## src/rtl/lsu_mem_hs.sv

```systemverilog
// Handshaked load/store unit: accepts one request at a time, checks alignment,
// performs a single memory access after LATENCY cycles and returns extended load data.
module lsu_mem_hs #(
  parameter int unsigned LATENCY = 1,
  parameter int unsigned ADDR_W  = 32
) (
  input  logic              clk,
  input  logic              rst_n,
  input  logic              req_valid,
  output logic              req_ready,
  input  logic              req_we,
  input  logic [2:0]        req_ctr,
  input  logic [ADDR_W-1:0] req_addr,
  input  logic [31:0]       req_wdata,
  output logic              resp_valid,
  input  logic              resp_ready,
  output logic [31:0]       resp_rdata,
  output logic              resp_err,
  output logic              pmem_en,
  output logic              pmem_we,
  output logic [31:0]       pmem_addr,
  output logic [31:0]       pmem_wdata,
  output logic [2:0]        pmem_len,
  input  logic [31:0]       pmem_rdata,
  output logic [1:0]        state_dbg
);

  // Both channels: a transfer happens on a rising edge where valid && ready;
  // the sender holds valid and its payload stable until that edge.
  typedef enum logic [1:0] {IDLE = 2'd0, WAIT = 2'd1, RESP = 2'd2} state_t;

  state_t      state;
  logic [7:0]  cnt;
  logic        we_q;
  logic [2:0]  ctr_q;
  logic [31:0] addr_q;
  logic [31:0] wdata_q;

  logic        acc_we;
  logic [2:0]  acc_ctr;
  logic [31:0] acc_addr;
  logic [31:0] acc_wdata;
  logic        req_err;
  logic        direct_access;
  logic        last_wait;
  logic [7:0]  byte_l;
  logic [15:0] half_l;
  logic [31:0] load_data;
  logic [31:0] resp_d;

  function automatic logic is_err(input logic [2:0] ctr, input logic [1:0] a);
    case (ctr)
      3'b000, 3'b100: is_err = 1'b0;
      3'b001, 3'b101: is_err = a[0];
      3'b010:         is_err = (a != 2'b00);
      default:        is_err = 1'b1;
    endcase
  endfunction

  assign req_ready = rst_n && (state == IDLE);
  assign req_err   = is_err(req_ctr, req_addr[1:0]);
  assign state_dbg = state;

  // The access sees live request fields on the accept edge (LATENCY=1) and latched ones afterwards.
  always_comb begin
    if (state == IDLE) begin
      acc_we    = req_we;
      acc_ctr   = req_ctr;
      acc_addr  = 32'(req_addr);
      acc_wdata = req_wdata;
    end else begin
      acc_we    = we_q;
      acc_ctr   = ctr_q;
      acc_addr  = addr_q;
      acc_wdata = wdata_q;
    end
  end

  assign direct_access = (state == IDLE) && req_valid && !req_err && (LATENCY == 1);
  assign last_wait     = (state == WAIT) && (cnt == 8'd1);

  assign pmem_en    = rst_n && (direct_access || last_wait);
  assign pmem_we    = acc_we;
  assign pmem_addr  = acc_we ? acc_addr : {acc_addr[31:2], 2'b00};
  assign pmem_wdata = acc_wdata;

  always_comb begin
    case (acc_ctr[1:0])
      2'b00:   pmem_len = 3'd1;
      2'b01:   pmem_len = 3'd2;
      default: pmem_len = 3'd4;
    endcase
  end

  always_comb begin
    byte_l = pmem_rdata[{acc_addr[1:0], 3'b000} +: 8];
    half_l = acc_addr[1] ? pmem_rdata[31:16] : pmem_rdata[15:0];
    case (acc_ctr)
      3'b000:  load_data = {{24{byte_l[7]}}, byte_l};
      3'b100:  load_data = {24'd0, byte_l};
      3'b001:  load_data = {{16{half_l[15]}}, half_l};
      3'b101:  load_data = {16'd0, half_l};
      3'b010:  load_data = pmem_rdata;
      default: load_data = 32'd0;
    endcase
    resp_d = acc_we ? 32'd0 : load_data;
  end

  always_ff @(posedge clk) begin
    if (!rst_n) begin
      state      <= IDLE;
      cnt        <= 8'd0;
      we_q       <= 1'b0;
      ctr_q      <= 3'd0;
      addr_q     <= 32'd0;
      wdata_q    <= 32'd0;
      resp_valid <= 1'b0;
      resp_err   <= 1'b0;
      resp_rdata <= 32'd0;
    end else begin
      case (state)
        IDLE: begin
          if (req_valid) begin
            we_q    <= req_we;
            ctr_q   <= req_ctr;
            addr_q  <= 32'(req_addr);
            wdata_q <= req_wdata;
            if (req_err) begin
              state      <= RESP;
              resp_valid <= 1'b1;
              resp_err   <= 1'b1;
              resp_rdata <= 32'd0;
            end else if (LATENCY == 1) begin
              state      <= RESP;
              resp_valid <= 1'b1;
              resp_err   <= 1'b0;
              resp_rdata <= resp_d;
            end else begin
              cnt   <= 8'(LATENCY - 1);
              state <= WAIT;
            end
          end
        end
        WAIT: begin
          // The access edge is the one that takes the counter to zero.
          cnt <= cnt - 8'd1;
          if (cnt == 8'd1) begin
            state      <= RESP;
            resp_valid <= 1'b1;
            resp_err   <= 1'b0;
            resp_rdata <= resp_d;
          end
        end
        RESP: begin
          if (resp_ready) begin
            state      <= IDLE;
            resp_valid <= 1'b0;
            resp_err   <= 1'b0;
            resp_rdata <= 32'd0;
          end
        end
        default: state <= IDLE;
      endcase
    end
  end

endmodule

```

## config.mk

```make
export PLATFORM = sky130hd
export DESIGN_NAME = lsu_mem_hs
export DESIGN_NICKNAME = d
export VERILOG_FILES = /design/src/rtl/lsu_mem_hs.sv
export SDC_FILE = /design/constraint.sdc
export NUM_CORES = 1
export LEC_CHECK = 0
export CAP_MARGIN = 20
export CORE_MARGIN = 2
export CORE_UTILIZATION = 30
export CTS_CLUSTER_DIAMETER = 200
export CTS_CLUSTER_SIZE = 28
export DETAILED_ROUTE_END_ITERATION = 16
export HOLD_SLACK_MARGIN = 0.1
export SYNTH_ARGS = -nofsm -noshare
export SYNTH_HDL_FRONTEND = slang
export SYNTH_SLANG_ARGS = --single-unit
export TNS_END_PERCENT = 10
```

## constraint.sdc

```tcl
create_clock -name clk -period 2 [get_ports clk]
set_input_delay 0.4 -clock clk [delete_from_list [all_inputs] [get_ports clk]]
set_output_delay 0.4 -clock clk [all_outputs]
set_load 0.005 [all_outputs]
```

==> qor.yml <==
place_area_sq_um: 7960
htree_levels: 3
ctsLongestPathBuffers: 2
drive_gt1_frac: 0.290
antenna_found_initial: 1
crit_required_ns: 1.60
syn_inst: 603
dr.pass1.iters: 5
use_met3: 0.0500
p_leak_uw: 0.00325
start_kind: "input pin"
die_h_um: 138
synth-seq-cells: 102
drtAntennaViolNets: 0
period_needed_ns: 2.09
fmax_mhz: 479
die-area_sq_um: 18900
grt_pass1_wl_mm: 28.0
skew_ns: 0.00343
peakVddDrop_mv: 0.475
ios: 210
period_share: 1.04
synth_top_area_share: 0.382
clkTransAtPathRegs_ns: 0.07
routed_via_density: 5.05
status: "complete, but fails checks"
drt-wirelength-per-cell_um: 17.0
port_buffers: 208
hpwlAfterDp_mm: 12.8
drv_cap: 0
clk-insertion-delay-late_ns: 0.34
drv_slew: 0
cts_sinks: 102
slew_headroom: 0.660
grt_util_met1: 0.233
gp_congestion: 0.870
seq_area_frac_synth: 0.382
finalSetupViolations: 11
synth_common_cells: "152 x nand2_1, 102 x dfxtp_1, 74 x mux2_2, 68 x a21boi_0, 33 x a21oi_1"
syn_avg_cell_area_sq_um: 8.87
design_area_sq_um: 8450
yosysWarnings: 0
cts_hold_buffers: 0
synth_area_sq_um: 5350
cp_max_fo: 2
hold_viol_final: 0
coreArea_sq_um: 17400
grt_pass1_vias: 5446
cts_buffers: 9
clockRootBuffer: "clkbuf_16"
grt_usage: 0.188
violations: "negative setup slack"
critPathKind: "input pin to primary output"
syn2layout_area_growth_pct: 58.0
worstSetupEndpointType: "primary output"
yosys.area.top_type: "dfxtp_1"
grt_busiest_layer: "met2"
drc_errors: 0
vias: 5392
grt_use_met2: 0.317
grt_max_degree: 56
post-place-ws_ns: -0.625
synth_most_common_cell: "nand2_1"
dieWidth_um: 138
crit_path_top_delay_cell: "clkdlybuf4s50_1"
rsz0062_at_grt: "true"
yosys_most_used_dff: "dfxtp_1"
critical-path-max-stage-delay_ns: 0.44
ys_types: 50
synthTopCellsByArea: "dfxtp_1 38%, mux2_2 16%, nand2_1 11%"
synthesis.nets: 707
cts_tree: "built"
overflow: 0
final_nets: 940
worstPathArrival_ns: 1.69
holdCritPathClass: "flop to flop"
worst_pin_slew_ns: 0.510
async_flop_share: 0
power.density_nw_per_um2: 634
dr.first_iter.drc_count: 261
floorplan.rows: 48
setup_ws_ns: -0.0871
synth-edff-count: 0
final_core_util: 0.487
path_cells: "clkdlybuf4s50_1 > nor4_2 > buf_4 > o211a_1 > clkbuf_2"
routed_wl_mm: 18.2
start_util: 0.308
==> stage by stage <==
step	setup TNS (ns)	hold slack (ns)	power [uW]	std cells
global route	-1.76	0.477	5610	1066
detailed placement	-25.14	0.456	3580	1032
global placement	-21.22	0.447	3550	1032
finish	-0.468	0.463	5360	1068
floorplan	0	0.440	2810	603
CTS	-2.42	0.466	5410	1058
==> timing repair <==
item	in CTS	in global routing
endpoints found under the setup margin	92	97
cloned	3	0
pin swaps	5	7
gates resized for setup	193	74
setup buffers	7	9
==> kinds of logic after synthesis <==
logic type | count (synthesis) | synth area share
buffers and inverters | 57 | 0.0503
and+or+nand+nor | 177 | 0.137
DFF | 102 | 0.382
other | 1 | 0.000701
muxes | 77 | 0.163
AOI/OAI and AO/OA | 189 | 0.268
==> layout by cell type (no fill, tap or decap), types with 10 or more instances in the layout <==
cell             synthesis  final
buf_4                    2     40
nand2_1                152    150
mux2_2                  74     52
a22oi_1                 28     28
dlygate4sd2_1            0     10
a21boi_0                68     68
mux2_4                   0     22
clkbuf_2                 1     32
o211ai_1                12     12
a31oi_2                 10     11
dfxtp_1                102    101
buf_6                    3     19
buf_2                   19     12
a21oi_1                 33     32
clkdlybuf4s50_1          0    135
==> metal layers <==
layer	up-vias	share of wire
met5	-	0
met4	0	0.012
met3	15	0.079
met2	210	0.49
met1	2540	0.42
li1	2627	-
==> final cells by class <==
class / count / area [sq um]
fill: 1620 / 8900
multi-input combinational: 444 / 3210
timing repair buffer: 274 / 2600
sequential: 102 / 2050
tap: 225 / 282
clock buffer: 13 / 250
clock inverter: 3 / 43.8
inverter: 5 / 18.8
antenna: 2 / 5.00
==> flip-flops by register name, indices dropped and copies added (netlist names) <==
register / flops
addr_q: 32
ctr_q: 3
resp_err: 1
resp_rdata: 32
resp_valid: 1
wdata_q: 32
we_q: 1
==> worst max-delay path: cells and delay by family <==
family                 cells  cell delay (ns)
buffers and inverters      3             0.77
AO/OA/AOI/OAI              1             0.19
AND/OR/NAND/NOR            1             0.32
==> final timing paths <==
check	from	to	slack, ns	cells past startpoint
worst max-delay path	req_ctr[2]	pmem_en	-0.09	5
worst min-delay path	wdata_q[7]	wdata_q[7]	0.46	2
worst max register to register	resp_valid	resp_rdata[11]	0.08	8
worst min register to register	wdata_q[7]	wdata_q[7]	0.46	2
==> power breakdown <==
part           switching [uW]  internal (uW)  total (uW)
combinational             610            793        1400
sequential               57.0           2130        2180
clock                     764           1010        1770
(Power assumes the default switching activity.)
